===== src/rtl/lfm_phase_gen_if.sv =====
// -----------------------------------------------------------------------------
// lfm_phase_gen_if
//   Bundles the request side and the ROM/output side of the LFM phase
//   generator into one interface.
//
//   Handshake: a burst request is START high for one cycle. The request is
//   taken only while the generator is idle, DS_READY is high and DURATION is
//   non-zero. Any other request is dropped silently, with no pulses and no
//   state change. No back-pressure is applied once a burst is running. A
//   ROM_ADDR value is meaningful only in a cycle where ADDR_VALID is high.
//
//   Signals (master = requester/consumer, slave = generator):
//     START, DS_READY, F_START, F_STEP, DURATION : master -> slave
//     BUSY, ROM_ADDR, ADDR_VALID,
//     SIGN_LFM_START_CALC, SIGN_LFM_STOP_CALC    : slave -> master
// -----------------------------------------------------------------------------
interface lfm_phase_gen_if #(
  parameter int PHASE_W = 32,
  parameter int ADDR_W  = 12,
  parameter int DUR_W   = 16
);
  logic               START;
  logic               DS_READY;
  logic [PHASE_W-1:0] F_START;
  logic [PHASE_W-1:0] F_STEP;
  logic [DUR_W-1:0]   DURATION;
  logic               BUSY;
  logic [ADDR_W-1:0]  ROM_ADDR;
  logic               ADDR_VALID;
  logic               SIGN_LFM_START_CALC;
  logic               SIGN_LFM_STOP_CALC;

  modport master (
    output START, DS_READY, F_START, F_STEP, DURATION,
    input  BUSY, ROM_ADDR, ADDR_VALID, SIGN_LFM_START_CALC, SIGN_LFM_STOP_CALC
  );

  modport slave (
    input  START, DS_READY, F_START, F_STEP, DURATION,
    output BUSY, ROM_ADDR, ADDR_VALID, SIGN_LFM_START_CALC, SIGN_LFM_STOP_CALC
  );
endinterface


===== src/rtl/lfm_phase_gen.sv =====
// -----------------------------------------------------------------------------
// lfm_phase_gen
//   LFM (chirp) phase generator. An accepted start request begins a burst of
//   DURATION samples. For each sample the generator drives the top ADDR_W bits
//   of a 32-bit phase accumulator as the sine-ROM address. The tuning word
//   that advances the phase grows by F_STEP every sample, which gives a linear
//   frequency ramp. One-cycle START_CALC and STOP_CALC pulses mark the two ends
//   of the burst for the downstream output register.
//
//   Ports:
//     CLK         : clock, rising edge
//     RESET       : synchronous, active-high reset
//     bus         : lfm_phase_gen_if.slave (request inputs, ROM/pulse outputs)
//     dbg_state_o : current FSM state (0 = IDLE, 1 = RUN)
//
//   Configuration macro:
//     LFM_ADDR_ROUND_EN : when defined, the ROM address is rounded to the
//                         nearest entry instead of truncated. Pulse timing
//                         does not change.
// -----------------------------------------------------------------------------
module lfm_phase_gen #(
  parameter int PHASE_W = 32,
  parameter int ADDR_W  = 12,
  parameter int DUR_W   = 16
) (
  input  logic               CLK,
  input  logic               RESET,
  lfm_phase_gen_if.slave     bus,
  output logic               dbg_state_o
);

  typedef enum logic {
    IDLE = 1'b0,
    RUN  = 1'b1
  } state_t;

  state_t             state_q;
  logic [PHASE_W-1:0] phase_q;
  logic [PHASE_W-1:0] freq_q;
  logic [PHASE_W-1:0] step_q;
  logic [DUR_W-1:0]   dur_q;
  logic [DUR_W-1:0]   cnt_q;
  logic               busy_q;
  logic [ADDR_W-1:0]  addr_q;
  logic               valid_q;
  logic               start_q;
  logic               stop_q;

  logic [PHASE_W-1:0] phase_d;
  logic [PHASE_W-1:0] freq_d;
  logic [DUR_W-1:0]   cnt_d;
  logic [ADDR_W-1:0]  addr_d;
  logic               last_d;
  logic               accept_d;

`ifdef LFM_ADDR_ROUND_EN
  // Half of one ROM step. Adding it before truncation rounds to the nearest
  // entry. The sum wraps modulo 2^PHASE_W, so the top entry rounds up to 0.
  localparam logic [PHASE_W-1:0] HALF_LSB = PHASE_W'(1) << (PHASE_W - ADDR_W - 1);
  logic [PHASE_W-1:0] phase_rnd;
`endif

  always_comb begin
    phase_d  = phase_q + freq_q;   // modulo 2^PHASE_W, wrap is intended
    freq_d   = freq_q + step_q;    // two's complement step allows a down-chirp
    cnt_d    = cnt_q + DUR_W'(1);
    // dur_q is never 0 inside a burst, so dur_q - 1 cannot underflow.
    last_d   = (cnt_q == (dur_q - DUR_W'(1)));
    accept_d = bus.START && bus.DS_READY && (bus.DURATION != '0);
`ifdef LFM_ADDR_ROUND_EN
    phase_rnd = phase_q + HALF_LSB;
    addr_d    = phase_rnd[PHASE_W-1 -: ADDR_W];
`else
    addr_d    = phase_q[PHASE_W-1 -: ADDR_W];
`endif
  end

  always_ff @(posedge CLK) begin
    if (RESET) begin
      state_q <= IDLE;
      phase_q <= '0;
      freq_q  <= '0;
      step_q  <= '0;
      dur_q   <= '0;
      cnt_q   <= '0;
      busy_q  <= 1'b0;
      addr_q  <= '0;
      valid_q <= 1'b0;
      start_q <= 1'b0;
      stop_q  <= 1'b0;
    end else begin
      case (state_q)
        IDLE: begin
          // Each idle edge clears the output bus. The first idle edge after a
          // burst ends that burst's last sample and its STOP pulse.
          busy_q  <= 1'b0;
          addr_q  <= '0;
          valid_q <= 1'b0;
          start_q <= 1'b0;
          stop_q  <= 1'b0;
          if (accept_d) begin
            step_q  <= bus.F_STEP;
            dur_q   <= bus.DURATION;
            phase_q <= '0;
            freq_q  <= bus.F_START;
            cnt_q   <= '0;
            start_q <= 1'b1;
            busy_q  <= 1'b1;
            state_q <= RUN;
          end
        end
        RUN: begin
          // Inputs are not sampled here, so a running burst ignores later
          // requests and any change to the request fields.
          start_q <= 1'b0;
          addr_q  <= addr_d;
          valid_q <= 1'b1;
          phase_q <= phase_d;
          freq_q  <= freq_d;
          cnt_q   <= cnt_d;
          stop_q  <= last_d;
          if (last_d) begin
            state_q <= IDLE;
          end
        end
        default: state_q <= IDLE;
      endcase
    end
  end

  assign bus.BUSY                = busy_q;
  assign bus.ROM_ADDR            = addr_q;
  assign bus.ADDR_VALID          = valid_q;
  assign bus.SIGN_LFM_START_CALC = start_q;
  assign bus.SIGN_LFM_STOP_CALC  = stop_q;
  assign dbg_state_o             = state_q;

endmodule


===== src/flat_wrapper.sv =====
// flat-port wrapper written by rule: the top's interface ports become plain ports
module lfm_phase_gen_flat 
#(
  parameter int PHASE_W = 32,
  parameter int ADDR_W  = 12,
  parameter int DUR_W   = 16
)
  (CLK, RESET, dbg_state_o, bus_START, bus_DS_READY, bus_F_START, bus_F_STEP, bus_DURATION, bus_BUSY, bus_ROM_ADDR, bus_ADDR_VALID, bus_SIGN_LFM_START_CALC, bus_SIGN_LFM_STOP_CALC);
  lfm_phase_gen_if #(.PHASE_W(PHASE_W), .ADDR_W(ADDR_W), .DUR_W(DUR_W)) bus_i ();
  input  logic CLK;
  input  logic RESET;
  output logic dbg_state_o;
  input wire logic [$bits(bus_i.START)-1:0] bus_START;
  input wire logic [$bits(bus_i.DS_READY)-1:0] bus_DS_READY;
  input wire logic [$bits(bus_i.F_START)-1:0] bus_F_START;
  input wire logic [$bits(bus_i.F_STEP)-1:0] bus_F_STEP;
  input wire logic [$bits(bus_i.DURATION)-1:0] bus_DURATION;
  output wire logic [$bits(bus_i.BUSY)-1:0] bus_BUSY;
  output wire logic [$bits(bus_i.ROM_ADDR)-1:0] bus_ROM_ADDR;
  output wire logic [$bits(bus_i.ADDR_VALID)-1:0] bus_ADDR_VALID;
  output wire logic [$bits(bus_i.SIGN_LFM_START_CALC)-1:0] bus_SIGN_LFM_START_CALC;
  output wire logic [$bits(bus_i.SIGN_LFM_STOP_CALC)-1:0] bus_SIGN_LFM_STOP_CALC;
  assign bus_i.START = bus_START;
  assign bus_i.DS_READY = bus_DS_READY;
  assign bus_i.F_START = bus_F_START;
  assign bus_i.F_STEP = bus_F_STEP;
  assign bus_i.DURATION = bus_DURATION;
  assign bus_BUSY = bus_i.BUSY;
  assign bus_ROM_ADDR = bus_i.ROM_ADDR;
  assign bus_ADDR_VALID = bus_i.ADDR_VALID;
  assign bus_SIGN_LFM_START_CALC = bus_i.SIGN_LFM_START_CALC;
  assign bus_SIGN_LFM_STOP_CALC = bus_i.SIGN_LFM_STOP_CALC;
  lfm_phase_gen #(.PHASE_W(PHASE_W), .ADDR_W(ADDR_W), .DUR_W(DUR_W)) u_core (.CLK(CLK), .RESET(RESET), .bus(bus_i), .dbg_state_o(dbg_state_o));
endmodule

===== config.mk =====
export PLATFORM = sky130hd
export DESIGN_NAME = lfm_phase_gen_flat
export DESIGN_NICKNAME = d
export VERILOG_FILES = /design/src/rtl/lfm_phase_gen_if.sv /design/src/rtl/lfm_phase_gen.sv /design/src/flat_wrapper.sv
export SDC_FILE = /design/constraint.sdc
export NUM_CORES = 1
export LEC_CHECK = 0
export CAP_MARGIN = 20
export CORE_MARGIN = 3
export CORE_UTILIZATION = 40
export DETAILED_ROUTE_END_ITERATION = 10
export MAX_ROUTING_LAYER = met4
export PLACE_DENSITY_LB_ADDON = 0.15
export SLEW_MARGIN = 25
export SYNTH_ARGS = -nofsm -noshare
export SYNTH_HDL_FRONTEND = slang
export SYNTH_SLANG_ARGS = --single-unit

===== constraint.sdc =====
create_clock -name CLK -period 2.6 [get_ports CLK]
set_clock_uncertainty 0.05 [all_clocks]
set_input_delay 0.39 -clock CLK [delete_from_list [all_inputs] [get_ports CLK]]
set_output_delay 0.39 -clock CLK [all_outputs]
set_load 0.1 [all_outputs]

==> summary.md, run 1 <==
| Metric | Value |
|---|---|
| Crit-path cells | buf_6 -> ha_4 -> inv_2 -> fa_2 -> nand2b_4 -> a21oi_4 -> o211ai_1 -> a211o_1 -> a21o_1 -> a21oi_2 -> or4_1 -> a32o_1 |
| Share of cells above drive strength 1 | 18.26% |
| Worst Tran Pin Value | 762.3 ps |
| Reg2Reg Setup Slack | -70 ps |
| Die width | 156.3 um |
| First-pass GRT wire length | 42210 um |
| Worst setup path start | u_core.freq_q[0]$_SDFFE_PP0P_ |
| CP max stage cell | or4_1 |
| Hold_ws | 406.5 ps |
| FF+latch count, synth | 145 |
| Die Ht | 156.3 um |
| Failing checks | setup timing |
| CTS sink cnt | 145 |
| CP max FO | 3 |
| Pin count of the biggest net entering global routing | 55 |
| Most frequent cells in the layout | 182 x nand2_1, 137 x dfxtp_1, 118 x a21oi_1 |
| # nets final | 1446 |
| Core Rows | 54 |
| Clk buf depth | 2 |
| DR vias | 8662 |
| Inserted Clock Buffers | 17 |
| Final wirelength | 26040 um |
| Final setup fails | 4 |
| Async S/R FF share, synth | 0% |
| Origin of the critical flop-to-flop path | u_core.freq_q[0]$_SDFFE_PP0P_ |
| GRT overflow | 0 |
| Outcome | complete, but fails checks |
| RSZ-0062 raised after global routing | true |
| Reg-to-reg endpoint | u_core.freq_q[26]$_SDFFE_PP0P_ |
| Synthesis Warnings | 0 |
| Post-Synthesis Cells | 1141 |
| Worst path max stage delay | 480 ps |
| Min Tclk post-route | 2670 ps |
| DRT antenna net count | 0 |
| Clk slew on worst S/H paths | 60 ps |
| TritonCTS clock tree | done |
| GR Layer Usage met1 | 29.29% |
| Max Slew Vio Count | 0 |
| Htree depth | 4 |
| I/O pin cnt | 101 |
| Most common cell after layout, fill and taps aside | nand2_1 |
| Hold Crit Class | reg -> reg |
| Distinct cells, synth | 64 |
| Final worst-path setup slack | -70.41 ps |
| Mapped cell area | 9041 sq um |
| Initial antenna violation count | 0 |
| Total power | 6.381 mW |
| Final hold violation count | 0 |
| Via/cell ratio | 5.451 |
| Full die area | 24440 sq um |
| Worst setup SP type | flop |
| Register area share after synthesis | 32.11% |
| Mean Syn Cell Area | 7.924 sq um |
| Final worst path period share | 102.7% |
| WS Path Type | reg -> reg |
| RD Place Congestion | 0.8937 |
| Non-Filler Instances | 1589 |
| Total of max-cap violations | 0 |
| Vias in the first global route | 8343 |
| Worst Setup End Kind | flop |
| DRT iter0 DRCs | 418 |
| Post-synth EDFFs | 0 |
| GRT busiest layer | met2 |
| Post-synthesis net count | 1291 |
| Starting Density | 41.05% |
| Arrival time at the worst endpoint | 2940 ps |
| Synth Flop Type | dfxtp_1 |
| Fmax | 0.3745 GHz |
| Pwr per Cell Area | 528.0 nW/um^2 |
| I/O Buffers | 100 |
| Wire per inst | 16.38 um |
| Met2 usage | 34.59% |
| WP data required | 2870 ps |
| Crit path capture | u_core.freq_q[26]$_SDFFE_PP0P_ |
| Clk_lat worst skew | 430 ps |
| Global Route met3 Usage | 3.650% |
| Root Driver | clkbuf_16 |
| Area of the core | 22030 sq um |
| DP Cell Count | 1544 |
| Antenna Cells | 0 |
| Post-DP HPWL | 18950 um |
| Drt pass-1 iters | 7 |
| Slew headroom | 48.71% |
| Static Leak | 4.924 nW |
| Area Overhead vs Synth | 33.66% |
| Peak VDD IR | 309.3 uV |
| Gr usage total | 21.90% |
| Worst reg-to-reg path cell count | 12 |
| Residual DRC | 0 |
[state kept, by name, indices dropped and copies added (netlist names)]
name	cells
u_core.bus.ADDR_VALID	1
u_core.bus.BUSY	1
u_core.bus.ROM_ADDR	12
u_core.bus.SIGN_LFM_START_CALC	1
u_core.bus.SIGN_LFM_STOP_CALC	1
u_core.cnt_q	16
u_core.dbg_state_o	1
u_core.dur_q	16
u_core.freq_q	32
u_core.phase_q	32
u_core.step_q	32
[stage by stage]
stage	TNS (ps)	setup slack, ps	instance area [sq um]	utilization (%)
2_1_floorplan	0	19.96	9047	-
3_3_place_gp	-5904	-290.2	10840	49.23
3_5_place_dp	-3553	-368.8	10840	49.23
4_1_cts	-456.2	-120.1	11730	53.27
5_1_grt	-1239	-197.7	12080	54.86
6_report	-100.4	-70.41	12080	54.86
[kinds of logic (layout without fill, tap and decap cells)]
logic type / Yosys count / count (layout) / synth area share [%]
mux: 18 / 18 / 2.048
xor+xnor: 68 / 68 / 6.587
simple gates: 406 / 406 / 21.71
fa+ha+maj: 66 / 66 / 9.300
buf+inv: 89 / 257 / 4.013
compound gates: 349 / 349 / 24.23
flops: 145 / 145 / 32.11
[cell usage after synthesis, drive strengths merged (9+ instances only)]
| cell | instances | area (sq um) |
|---|---|---|
| a211oi | 47 | 352.8 |
| a21o | 35 | 262.8 |
| a21oi | 126 | 630.6 |
| a31oi | 11 | 68.82 |
| and2 | 19 | 118.9 |
| clkbuf | 59 | 221.5 |
| dfxtp | 145 | 2903 |
| ha | 64 | 800.8 |
| inv | 22 | 82.58 |
| mux2i | 14 | 140.1 |
| nand2 | 183 | 686.9 |
| nand2b | 9 | 56.30 |
| nand3 | 36 | 185.2 |
| nand4 | 14 | 87.58 |
| nor2 | 53 | 198.9 |
| nor2b | 28 | 175.2 |
| nor3 | 18 | 90.09 |
| nor4 | 11 | 105.1 |
| o211ai | 9 | 67.56 |
| o21ai | 60 | 300.3 |
| xnor2 | 31 | 271.5 |
| xor2 | 37 | 324.1 |
[per-layer routing]
layer	routed length, um	share of wire (%)	vias to the layer above
li1	-	-	4421
met1	12750	49	4063
met2	12040	46	150
met3	803	3.1	28
met4	441	1.7	0
met5	0	0	-
[critical path: cells and delay by family, from the launching register on]
family                   cells  cell delay, ps
AO/OA/AOI/OAI                6            1070
flip-flops                   1             340
AND/OR/NAND/NOR              2             620
adder cells (fa/ha/maj)      2             340
buffers and inverters        2             170
[worst min path at each step]
| stage | from | endpoint | cells past startpoint |
|---|---|---|---|
| after floorplan | u_core.phase_q[10]$_SDFFE_PP0P_ | u_core.phase_q[10]$_SDFFE_PP0P_ | 2 |
| after global placement | u_core.phase_q[8]$_SDFFE_PP0P_ | u_core.phase_q[8]$_SDFFE_PP0P_ | 2 |
| after detailed placement | u_core.phase_q[5]$_SDFFE_PP0P_ | u_core.phase_q[5]$_SDFFE_PP0P_ | 2 |
| after CTS | u_core.bus.BUSY$_SDFFE_PP0N_ | u_core.bus.BUSY$_SDFFE_PP0N_ | 2 |
| after global routing | u_core.phase_q[14]$_SDFFE_PP0P_ | u_core.phase_q[14]$_SDFFE_PP0P_ | 2 |
| final | u_core.phase_q[5]$_SDFFE_PP0P_ | u_core.phase_q[5]$_SDFFE_PP0P_ | 2 |
[where the power goes]
group / internal [mW] / leakage, nW / switching (mW) / total, mW
Clock: 1.76 / 0.320 / 1.00 / 2.76
Sequential: 2.32 / 1.18 / 0.106 / 2.43
Combinational: 0.575 / 3.42 / 0.621 / 1.20
[final cells by class]
| class | instances | area, sq um |
|---|---|---|
| sequential | 145 | 2918 |
| multi-input combinational | 907 | 6264 |
| clock buffer | 19 | 452.9 |
| clock inverter | 13 | 206.4 |
| fill | 2076 | 9942 |
| timing repair buffer | 203 | 1810 |
| inverter | 22 | 82.58 |
| tap | 280 | 350.3 |
[what timing repair did]
item / 4_1_cts / 5_1_grt
setup buffers: 2 / 12
pin swaps: 30 / 39
resized for setup: 54 / 47
endpoints found under the setup margin: 23 / 33
hold buffers: 0 / 0
(Power assumes the default switching activity.)
==> run 2, diff against run 1 <==
Settings changed: SETUP_SLACK_MARGIN from default to 0.02.
==> summary.md, run 2 (synthesized netlist as in run 1, its figures left out) <==
| Metric | Value |
|---|---|
| Register area | 2914 sq um (-0.13%) |
| Crit-path cells | buf_6 -> ha_4 -> inv_2 -> fa_2 -> nand2b_4 -> a21oi_4 -> o211ai_1 -> a211o_1 -> a21o_1 -> a21oi_2 -> or4_1 -> a32o_1 |
| Pwr per Cell Area | 511.5 nW/um^2 (-3.1%) |
| Peak VDD IR | 378.0 uV (+22%) |
| Total power | 6.169 mW (-3.3%) |
| Min Tclk post-route | 2692 ps (+21.12 ps) |
| Clk_lat worst skew | 430 ps (about the same) |
| Clk buf depth | 2 (unchanged) |
| Inserted Clock Buffers | 17 (unchanged) |
| Number of buffers and inverters on the critical path | 2 (unchanged) |
| Final Util | 54.75% (-0.11 points) |
| TritonCTS clock tree | done |
| CTS sink cnt | 145 (unchanged) |
| Die width | 156.3 um (unchanged) |
| Area taken by multi-input logic gates | 6252 sq um (-0.18%) |
| Most frequent cells in the layout | 182 x nand2_1, 138 x dfxtp_1, 116 x a21oi_1 |
| GRT overflow | 0 (unchanged) |
| Largest registers | u_core.freq_q x32, u_core.phase_q x32, u_core.step_q x32 |
| RD Place Congestion | 0.9178 (+2.7%) |
| Reg2Reg Setup Slack | -90 ps (-20 ps) |
| Total of max-cap violations | 0 (unchanged) |
| # nets final | 1446 (unchanged) |
| Fillers | 2090 (+0.67%) |
| DR vias | 8643 (-0.22%) |
| Starting Density | 41.05% (unchanged) |
| Final wirelength | 25930 um (-0.42%) |
| DRT antenna net count | 0 (unchanged) |
| Wire per inst | 16.32 um (-0.42%) |
| Final hold violation count | 0 (unchanged) |
| Hold Crit Depth | 3 (+1) |
| RSZ-0062 raised after global routing | true |
| Largest delay contributor family on the critical path | compound AO/OA/AOI/OAI gates |
| Die Ht | 156.3 um (unchanged) |
| Static Leak | 4.868 nW (-1.1%) |
| Arrival time at the worst endpoint | 2960 ps (+20 ps) |
| First-pass GRT wire length | 41100 um (-2.6%) |
| Failing checks | setup timing |
| CP max stage cell | or4_1 |
| Area of the core | 22030 sq um (unchanged) |
| Worst Setup End Kind | flop |
| CP max FO | 3 (unchanged) |
| Final setup fails | 4 (unchanged) |
| Root Driver | clkbuf_16 |
| Worst reg-to-reg path cell count | 12 (unchanged) |
| Hold Crit Class | in -> reg |
| Core Rows | 54 (unchanged) |
| Placement-stage cell area | 10890 sq um (+0.46%) |
| Residual DRC | 0 (unchanged) |
| Drt pass-1 iters | 5 (-2) |
| Vias in the first global route | 8137 (-2.5%) |
| Area Overhead vs Synth | 33.39% |
| Worst hold path startpoint | RESET |
| Worst Tran Pin Value | 672.9 ps (-89.38 ps) |
| Worst path max stage delay | 410 ps (-70 ps) |
| Clk slew on worst S/H paths | 60 ps (about the same) |
| Fin area | 12060 sq um (-0.20%) |
| I/O Buffers | 100 (unchanged) |
| DRT iter0 DRCs | 430 (+2.9%) |
| Htree depth | 4 (unchanged) |
| Gr usage total | 21.19% (-0.71 points) |
| I/O pin cnt | 101 (unchanged) |
| Reg-to-reg endpoint | u_core.freq_q[26]$_SDFFE_PP0P_ |
| Final worst path period share | 103.5% (+0.81 points) |
| Hold EP | u_core.freq_q[23]$_SDFFE_PP0P_ |
| Initial antenna violation count | 0 (unchanged) |
| Full die area | 24440 sq um (unchanged) |
| Share of cells above drive strength 1 | 18.18% (-0.076 points) |
| Pin count of the biggest net entering global routing | 62 (+13%) |
| Via/cell ratio | 5.439 (-0.22%) |
| Slew headroom | 55.14% (+6.4 points) |
| Outcome | complete, but fails checks |
| Fmax | 0.3715 GHz (-0.78%) |
| Origin of the critical flop-to-flop path | u_core.freq_q[0]$_SDFFE_PP0P_ |
| Final worst-path setup slack | -91.53 ps (-21.12 ps) |
| Most common cell after layout, fill and taps aside | nand2_1 |
| WS Path Type | reg -> reg |
| Worst setup SP type | flop |
| Antenna Cells | 0 (unchanged) |
| Max Slew Vio Count | 0 (unchanged) |
| WP data required | 2870 ps (about the same) |
| Post-DP HPWL | 19060 um (+0.57%) |
| Hold_ws | 332.1 ps (-74.36 ps) |
run 2: how the worst max path moves through the flow:
stage          depth (start not counted)                         endpoint                     startpoint  slack [ps]
2_1_floorplan                         10  u_core.phase_q[28]$_SDFFE_PP0P_  u_core.freq_q[0]$_SDFFE_PP0P_          20
3_3_place_gp                          11  u_core.phase_q[30]$_SDFFE_PP0P_  u_core.freq_q[0]$_SDFFE_PP0P_        -420
3_5_place_dp                          11  u_core.phase_q[30]$_SDFFE_PP0P_  u_core.freq_q[0]$_SDFFE_PP0P_        -500
4_1_cts                               12   u_core.freq_q[26]$_SDFFE_PP0P_  u_core.freq_q[0]$_SDFFE_PP0P_        -120
5_1_grt                               12   u_core.freq_q[26]$_SDFFE_PP0P_  u_core.freq_q[0]$_SDFFE_PP0P_        -170
6_report                              12   u_core.freq_q[26]$_SDFFE_PP0P_  u_core.freq_q[0]$_SDFFE_PP0P_         -90
run 2: layout make-up:
cell class | instances | area share, %
clock inverters | 14 | 1.369
multi-input cells | 907 | 51.84
clock buffers | 18 | 3.641
well taps | 280 | 2.905
inverters | 22 | 0.6847
repair buffers | 203 | 15.40
flip-flops and latches | 145 | 24.16
run 2: metrics by stage:
step                      TNS [ps]  std cells  worst slack (ps)
final                       -178.1       1589            -91.53
after global routing         -1113       1589            -173.5
after CTS                   -443.4       1578            -124.1
after detailed placement     -4814       1544            -501.2
after global placement       -3437       1544            -417.3
after floorplan                  0       1141             20.94
run 2: metal layers:
layer	wire (um)	track usage, %	vias up	share of wire [%]
met2	12360	33.48	181	48
met3	886	2.876	27	3.4
met4	398	5.586	0	1.5
li1	-	-	4410	-
met1	12280	28.66	4025	47
met5	0	-	-	0
run 2: power by group:
part	internal, mW	switching (mW)	total, mW	leakage, nW
registers	2.32	0.102	2.42	1.18
logic	0.584	0.626	1.21	3.40
clock network	1.53	1.01	2.54	0.284
run 2: tightest hold or removal path, delay by kind of cell:
family                 cells  cell delay, ps
and+or+nand+nor            1             180
AOI/OAI and AO/OA          1              90
buffers and inverters      1              90
run 2: repair_timing:
item,4_1_cts,5_1_grt
hold endpoints to repair,0,0
setup buffers,2,12
pin swaps,21,42
hold buffers,0,0
gates cloned,0,0
endpoints found under the setup margin,27,29
gates resized for setup,48,53
